==> src/rtl/spi_pkg.sv <==
// Shared SPI definitions: master FSM state encoding, bus mode and default timing.
// Latency: n/a (declarations only).
// Backpressure: n/a.
//
// Contents:
//   spi_m_state_t   - master transmitter FSM states
//   SPI_CPOL/CPHA   - bus mode (mode 0); SCK idles at SPI_CPOL
//   SPI_*_DEF       - default half-period divider and inter-frame idle length
package spi_pkg;

   // Mode 0: SCK idles low, data launched before the first (rising) edge.
   localparam logic SPI_CPOL = 1'b0;
   localparam logic SPI_CPHA = 1'b0;

   // 100 MHz core clock / (2 * 4) = 12.5 MHz SCK.
   localparam int SPI_CLK_DIV_DEF = 4;
   // Half-periods of nss high between frames.
   localparam int SPI_CS_IDLE_DEF = 2;

   typedef enum logic [2:0] {
      ST_IDLE     = 3'd0,
      ST_SETUP    = 3'd1,
      ST_SHIFT    = 3'd2,
      ST_GAP      = 3'd3,
      ST_HOLD     = 3'd4,
      ST_DEASSERT = 3'd5
   } spi_m_state_t;

endpackage

==> src/rtl/spi_halfper_tick.sv <==
// Half-period timer: emits a one-cycle tick every CLK_DIV enabled cycles.
// Latency: tick asserts in the CLK_DIV-th enabled cycle after a clear/reload.
// Backpressure: none; holds its count while en is low.
//
// Ports:
//   clk, reset  - core clock, synchronous active-high reset
//   en          - count enable; tick is gated by it
//   clr         - synchronous clear back to 0 (priority over en)
//   tick        - high for the last cycle of each half-period
module spi_halfper_tick #(
   parameter int CLK_DIV = 4
) (
   input  logic clk,
   input  logic reset,
   input  logic en,
   input  logic clr,
   output logic tick
);

   localparam int            CW   = $clog2(CLK_DIV);
   localparam logic [CW-1:0] LAST = CW'(CLK_DIV - 1);

   logic [CW-1:0] cnt;

   assign tick = en && (cnt == LAST);

   // Reload to 0 on every boundary so each state entered on a tick starts
   // its own half-period from a clean count.
   always_ff @(posedge clk) begin
      if (reset || clr) begin
         cnt <= '0;
      end else if (en) begin
         cnt <= tick ? '0 : cnt + 1'b1;
      end
   end

endmodule

==> src/rtl/spi_m_tx.sv <==
// SPI mode-0 master transmitter: bytes in over valid/ready, MSB first on MOSI.
// Latency: nss falls the cycle after acceptance; a lone byte keeps nss low 18*CLK_DIV cycles.
// Backpressure: o_tx_ready only in IDLE/GAP; valid while not ready is ignored.
//
// Ports:
//   i_clk, i_reset          - core clock, synchronous active-high reset
//   i_tx_data/_dataValid    - byte to send and its valid strobe
//   i_tx_last               - byte closes the frame (nss released afterwards)
//   o_tx_ready              - byte can be accepted this cycle
//   o_tx_done               - one-cycle pulse after a byte's last SCK low half
//   o_busy                  - FSM not in IDLE
//   o_spi_mosi/nss/clk      - SPI bus, all straight from flops
module spi_m_tx
   import spi_pkg::*;
#(
   parameter int CLK_DIV = SPI_CLK_DIV_DEF,
   parameter int CS_IDLE = SPI_CS_IDLE_DEF
) (
   input  logic       i_clk,
   input  logic       i_reset,
   input  logic [7:0] i_tx_data,
   input  logic       i_tx_dataValid,
   input  logic       i_tx_last,
   output logic       o_tx_ready,
   output logic       o_tx_done,
   output logic       o_busy,
   output logic       o_spi_mosi,
   output logic       o_spi_nss,
   output logic       o_spi_clk
);

   localparam logic [3:0] IDLE_LAST = 4'(CS_IDLE - 1);

   spi_m_state_t state;
   logic [7:0]   shreg;     // shreg[7] always mirrors the bit on MOSI
   logic [2:0]   bit_cnt;   // index of the bit currently on MOSI
   logic         last_r;    // captured i_tx_last of the byte in flight
   logic         fin_lo;    // in the final SCK-low half of the byte
   logic [3:0]   idle_cnt;  // half-periods spent in DEASSERT
   logic         tick;
   logic         tick_en;
   logic         accept;

   assign accept  = o_tx_ready && i_tx_dataValid;

   // The timer only runs in states with a fixed duration; IDLE and GAP wait
   // for the host, so SCK cannot advance there.
   assign tick_en = (state == ST_SETUP) || (state == ST_SHIFT) ||
                    (state == ST_HOLD)  || (state == ST_DEASSERT);

   spi_halfper_tick #(
      .CLK_DIV (CLK_DIV)
   ) u_tick (
      .clk   (i_clk),
      .reset (i_reset),
      .en    (tick_en),
      .clr   (accept),
      .tick  (tick)
   );

   always_ff @(posedge i_clk) begin
      if (i_reset) begin
         state      <= ST_IDLE;
         shreg      <= '0;
         bit_cnt    <= '0;
         last_r     <= 1'b0;
         fin_lo     <= 1'b0;
         idle_cnt   <= '0;
         o_tx_ready <= 1'b0;
         o_tx_done  <= 1'b0;
         o_busy     <= 1'b0;
         o_spi_mosi <= 1'b0;
         o_spi_nss  <= 1'b1;
         o_spi_clk  <= SPI_CPOL;
      end else begin
         o_tx_done <= 1'b0;

         case (state)
            // IDLE and GAP differ only in nss/mosi, which are simply held.
            ST_IDLE, ST_GAP: begin
               if (accept) begin
                  state      <= ST_SETUP;
                  o_tx_ready <= 1'b0;
                  o_busy     <= 1'b1;
                  o_spi_nss  <= 1'b0;
                  o_spi_clk  <= SPI_CPOL;
                  o_spi_mosi <= i_tx_data[7];
                  shreg      <= i_tx_data;
                  last_r     <= i_tx_last;
                  bit_cnt    <= 3'd7;
                  fin_lo     <= 1'b0;
               end else begin
                  o_tx_ready <= 1'b1;
               end
            end

            // bit7 already on MOSI; give the slave one half-period of setup.
            ST_SETUP: begin
               if (tick) begin
                  state     <= ST_SHIFT;
                  o_spi_clk <= ~SPI_CPOL;
               end
            end

            // sck high at a boundary means this boundary is a falling edge.
            // MOSI moves only on falling edges, so it is stable at every rise.
            ST_SHIFT: begin
               if (tick) begin
                  if (o_spi_clk != SPI_CPOL) begin
                     o_spi_clk <= SPI_CPOL;
                     if (bit_cnt == 3'd0) begin
                        // 8th fall: keep bit 0 on MOSI through the last low half.
                        fin_lo <= 1'b1;
                     end else begin
                        shreg      <= {shreg[6:0], 1'b0};
                        o_spi_mosi <= shreg[6];
                     end
                     // Wraps 0 -> 7; the next byte starts from 7 either way.
                     bit_cnt <= bit_cnt - 3'd1;
                  end else if (fin_lo) begin
                     fin_lo    <= 1'b0;
                     o_tx_done <= 1'b1;
                     if (last_r) begin
                        state <= ST_HOLD;
                     end else begin
                        state      <= ST_GAP;
                        o_tx_ready <= 1'b1;
                     end
                  end else begin
                     o_spi_clk <= ~SPI_CPOL;
                  end
               end
            end

            ST_HOLD: begin
               if (tick) begin
                  state      <= ST_DEASSERT;
                  o_spi_nss  <= 1'b1;
                  o_spi_mosi <= 1'b0;
                  idle_cnt   <= '0;
               end
            end

            // Ready stays low here so nss high time is never cut short.
            ST_DEASSERT: begin
               if (tick) begin
                  if (idle_cnt == IDLE_LAST) begin
                     state      <= ST_IDLE;
                     idle_cnt   <= '0;
                     o_busy     <= 1'b0;
                     o_tx_ready <= 1'b1;
                  end else begin
                     idle_cnt <= idle_cnt + 4'd1;
                  end
               end
            end

            default: begin
               state      <= ST_IDLE;
               o_tx_ready <= 1'b0;
               o_busy     <= 1'b0;
               o_spi_nss  <= 1'b1;
               o_spi_clk  <= SPI_CPOL;
               o_spi_mosi <= 1'b0;
            end
         endcase
      end
   end

endmodule
==> config.mk <==
export PLATFORM = sky130hd
export DESIGN_NAME = spi_m_tx
export DESIGN_NICKNAME = d
export VERILOG_FILES = /design/src/rtl/spi_pkg.sv /design/src/rtl/spi_halfper_tick.sv /design/src/rtl/spi_m_tx.sv
export SDC_FILE = /design/constraint.sdc
export NUM_CORES = 1
export LEC_CHECK = 0
export CORE_MARGIN = 2
export CORE_UTILIZATION = 26
export DETAILED_ROUTE_END_ITERATION = 7
export GPL_TIMING_DRIVEN = 1
export RECOVER_POWER = 100
export SYNTH_ARGS = -nofsm -noshare
export SYNTH_HDL_FRONTEND = slang
export SYNTH_SLANG_ARGS = --single-unit
==> constraint.sdc <==
create_clock -name i_clk -period 2.7 [get_ports i_clk]
set_input_delay 0.54 -clock i_clk [delete_from_list [all_inputs] [get_ports i_clk]]
set_output_delay 0.54 -clock i_clk [all_outputs]
set_load 0.01 [all_outputs]
Word-level counts from Yosys, hierarchy flattened
Index checks and enable logic that the tools add are counted.
W data, S select, Z words.
{"block": "op_classes", "addsub": 3, "eq_ne": 19, "muxes": 54, "bitwise": 7, "reduce_logical": 28}
{"op": "$mux W3", "n": 12}
{"op": "$mux W7", "n": 4}
{"op": "$mux W1", "n": 24}
{"op": "$reduce_and A4 Y1", "n": 4}
{"op": "$pmux W3 S5", "n": 1}
{"op": "$pmux W7 S2", "n": 1}
{"op": "$mux W4", "n": 3}
{"op": "$ne A2 B1 Y1 const B", "n": 6}
{"op": "$pmux W1 S4", "n": 3}
{"op": "$ne A2 B2 Y1 const B", "n": 5}
{"op": "$pmux W4 S2", "n": 1}
{"op": "$reduce_and A8 Y1", "n": 1}
{"op": "$reduce_or A2 Y1", "n": 4}
{"op": "$not A1 Y1", "n": 7}
{"op": "$reduce_and A7 Y1", "n": 1}
{"op": "$eq A3 B2 Y1 const B", "n": 2}
{"op": "$eq A3 B3 Y1 const B", "n": 2}
{"op": "$logic_not A3 Y1", "n": 2}
{"op": "$pmux W1 S3", "n": 2}
{"op": "$pmux W3 S2", "n": 1}
{"op": "$reduce_and A3 Y1", "n": 2}
{"op": "$reduce_and A6 Y1", "n": 1}
{"op": "$reduce_or A3 Y1", "n": 2}
{"op": "$reduce_and A5 Y1", "n": 1}
{"op": "14 further kinds", "n": 19}
{"block": "word_totals", "regBits": 27, "in_bits": 12, "output_inout_bits": 6}

Depth between registers and ports, before layout
{"block": "logic_depth", "depth_word": 7, "mapped_depth": 8, "mapped_depth_nobuf": 7}

Cells and area by module
A second synthesis with hierarchy kept.
{"block": "unflattened", "cells_unflattened": 193, "area_unflattened_um2": 1621.6}
{"mod": "spi_m_tx", "n_inst": 1, "cells_per_inst": 184, "area_per_inst_um2": 1520.2, "seq_area_each_um2": 500.5}
{"mod": "spi_halfper_tick", "n_inst": 1, "cells_per_inst": 9, "area_per_inst_um2": 101.3, "seq_area_each_um2": 40.0}

Worst setup path before layout
No wires, ideal clock.
{"block": "synth_timing", "path_type": "register to register", "startpoint": "register bit_cnt[0]", "endpoint": "register shreg[1]", "setup_time_ns": 0.140, "arrival_ns": 1.478, "required_time_ns": 2.560, "slack_ns": 1.082, "stages_incl_launch_ff": 9, "n_path_buf": 1, "synth_period_minus_slack_ns": 1.618, "path_cell_list": "dfxtp_1 inv_1 ha_1 ha_1 nand3b_1 o22ai_2 and2_1 buf_6 a211oi_2"}
{"block": "synth_via", "elab_chain_len": 3}
{"item": "from (decl)", "line_no": "spi_m_tx.sv:36", "text": "logic [2:0] bit_cnt;"}
{"item": "from (signal assigned)", "line_no": "spi_m_tx.sv:119", "text": "bit_cnt <= bit_cnt - 3'd1;"}
{"item": "$logic_not A3 Y1", "line_no": "spi_m_tx.sv:111", "text": "if (bit_cnt == 3'd0) begin"}
{"item": "$ne A2 B2 Y1 (no source line)"}
{"item": "$reduce_and A5 Y1 (no source line)"}
{"item": "to (signal assigned)", "line_no": "spi_m_tx.sv:88", "text": "shreg <= i_tx_data;"}
{"item": "to (signal assigned)", "line_no": "spi_m_tx.sv:115", "text": "shreg <= {shreg[6:0], 1'b0};"}
{"item": "to (decl)", "line_no": "spi_m_tx.sv:35", "text": "logic [7:0] shreg;"}
No other way between the ends.
A chain may end at the register's enable or synchronous reset.

Final worst setup path
{"block": "layout_timing", "startpoint": "input i_tx_dataValid", "endpoint": "register shreg[2]"}
{"block": "layout_via", "elab_chain_len": 3}
{"item": "from (decl)", "line_no": "spi_m_tx.sv:22", "text": "input logic i_tx_dataValid,"}
{"item": "$logic_and A1 B1 Y1", "line_no": "spi_m_tx.sv:44", "text": "assign accept = o_tx_ready && i_tx_dataValid;"}
{"item": "$ne A2 B1 Y1 (no source line)"}
{"item": "$reduce_and A5 Y1 (no source line)"}
No other way between the ends.

==> metrics.cfg <==
[routing]
met1Wirelength_um = 1880
wl_met2_um = 1520
maxUsedRoutingLayer = met4
ant_nets = 0
dr_wl_met3_um = 149
wl_per_cell_um = 12.8
dr_total_vias = 1376
drtIter0Drc = 51
drt-total-wl_um = 3580
drc = 0
via_per_inst = 4.93
first_pass_iters = 4

[clocking]
clk_latency_ns = 0.27
cts.clk_slew.worst_paths_ns = 0.10
cts_buffer_depth = 2
ctsHtreeMaxLevel = 1
numClockSinks = 27
cts_hold_buf = 0
post-cts-setup-buffers = 0
post_cts_resize_count = 0
cts_tree = built
numCtsBuffers = 3
ctsRootBufferMaster = clkbuf_8

[synth]
synth_nets = 207
syn_avg_cell_area_um2 = 8.46
yosysWarnings = 0
synth_top_area_share_pct = 33.6
ys_ff_latch = 27
synth-edff-count = 0
yosysSeqAreaShare_pct = 33.6
mappedNetlistArea_um2 = 1610
synth_top_cells_by_count = dfxtp_1, a21oi_1, nor2_1
ys.flop_type = dfxtp_1
async_flop_share_pct = 0
synth_area_leader_cell = dfxtp_1
synth.distinct_cells = 51
synth.area.top_cells = dfxtp_1, mux2i_1, a21oi_1
synth.most_common_cell = dfxtp_1
synth_cells = 190

[floorplan]
core_um2 = 5960
dieArea_um2 = 6830
io_pins = 18
die_h_um = 82.6
initial_utilization_pct = 27.0
die_w_um = 82.6
num_rows = 28

[pwr]
power.leakage_nw = 0.655
powerDensity_nw_per_um2 = 478
ir_drop_v = 0.000179

[min_path]
hp-class = reg2reg

[sta]
post-route-min-period_ns = 2.23
fin_tns_setup_ns = 0
slew_headroom_pct = 47.7
drv_slew = 0
fin_ws_ns = 0.473
fin_skew_ns = 0.00392
worst_pin_slew_ns = 0.784
timing.final.crit_share_pct = 82.5
rsz0062_at_grt = false
max_freq_mhz = 449
hold_viol = 0
hold_slack_ns = 0.479
setup_viol = 0

[worst_setup_path]
required_ns = 2.84
crit_path_start_kind = input pin
cp.arrival_ns = 2.37
cp_max_fo = 8
crit_type = in2reg
crit_path_end_kind = register

[layout]
design_area_um2 = 1870
fin_util_pct = 31.4
area_growth_pct = 16.2
diodes = 0
n_fill_cell = 657
drive_above_1_share_pct = 7.35
nets = 222

[global_route]
grt_usage_pct = 11.0
first_global_vias = 1273
grt_max_degree = 31
grt_pass1_wl_um = 6020
grt-ovfl-total = 0
antenna_found_initial = 0

[outcome]
status = complete, no violations

[place]
gp_congestion = 0.783
hpwlAfterDp_um = 2500
port_buffers = 17
placed_cell_area_um2 = 1860
place_ws_ns = 0.473

[flow_run]
max-cap-violations = 0

[routing by layer]
layer,vias to the layer above,GRT usage (%)
li1,723,-
met3,2,1.63
met2,28,16.6
met1,623,16.3
met5,-,0
met4,0,2.46
[logic make-up after synthesis]
kind of cell / count (synthesis) / synth area share (%)
simple gates: 57 / 18.1
compound gates: 61 / 27.2
mux: 13 / 8.17
buf+inv: 23 / 6.30
flops: 27 / 33.6
xor+xnor: 4 / 2.65
fa+ha+maj: 5 / 3.89
[area by class of cell]
class                   count  area, µm²  area share, %
multi-input cells         140        945           50.6
clock inverters             1       5.00          0.268
flip-flops and latches     27        541           28.9
clock buffers               3       41.3           2.21
well taps                  75       93.8           5.02
repair buffers             24        209           11.2
inverters                   9       33.8           1.81
[flip-flops by register name, indices dropped and copies added, names as in the netlist, 2 cells and up]
name and count:
state 3, shreg 7, idle_cnt 4, u_tick.cnt 2
bit_cnt 3
[cell usage in the layout (no fill, tap or decap), types with 7 or more instances in the layout]
master           instances
dfxtp_1                 27
a21oi_1                 19
nor2_1                  15
mux2i_1                 12
nand2_1                 10
o21ai_0                 10
clkdlybuf4s50_1         10
inv_1                    9
dlygate4sd3_1            7
[power by group]
part	total, mW	switching (mW)	leakage, nW	internal [mW]
Combinational	0.202	0.100	0.410	0.102
Sequential	0.458	0.0261	0.220	0.432
Clock	0.233	0.129	0.0255	0.103
Total	0.893	0.255	0.655	0.637
[through the flow]
stage / power [mW] / std cells
after floorplan: 0.615 / 190
after global placement: 0.680 / 275
after detailed placement: 0.681 / 275
after CTS: 0.918 / 279
after global routing: 0.944 / 279
final: 0.893 / 279
[critical path, cell delays in order]
cell and delay, ns:
dlygate4sd3_1 0.55, nand2_1 0.18, o22ai_1 0.52, and2_0 0.44, a211oi_1 0.14
[worst paths after layout]
kind	start	cells past startpoint	endpoint	slack, ns
worst min-delay path	o_spi_mosi$_SDFFE_PP0P_	2	o_spi_mosi$_SDFFE_PP0P_	0.48
worst max-delay path	i_tx_dataValid	5	shreg[2]$_SDFFE_PP0P_	0.47
worst min register to register	o_spi_mosi$_SDFFE_PP0P_	2	o_spi_mosi$_SDFFE_PP0P_	0.48
worst max register to register	bit_cnt[0]$_SDFFE_PP0P_	7	shreg[2]$_SDFFE_PP0P_	0.52
(Power assumes the default switching activity.)
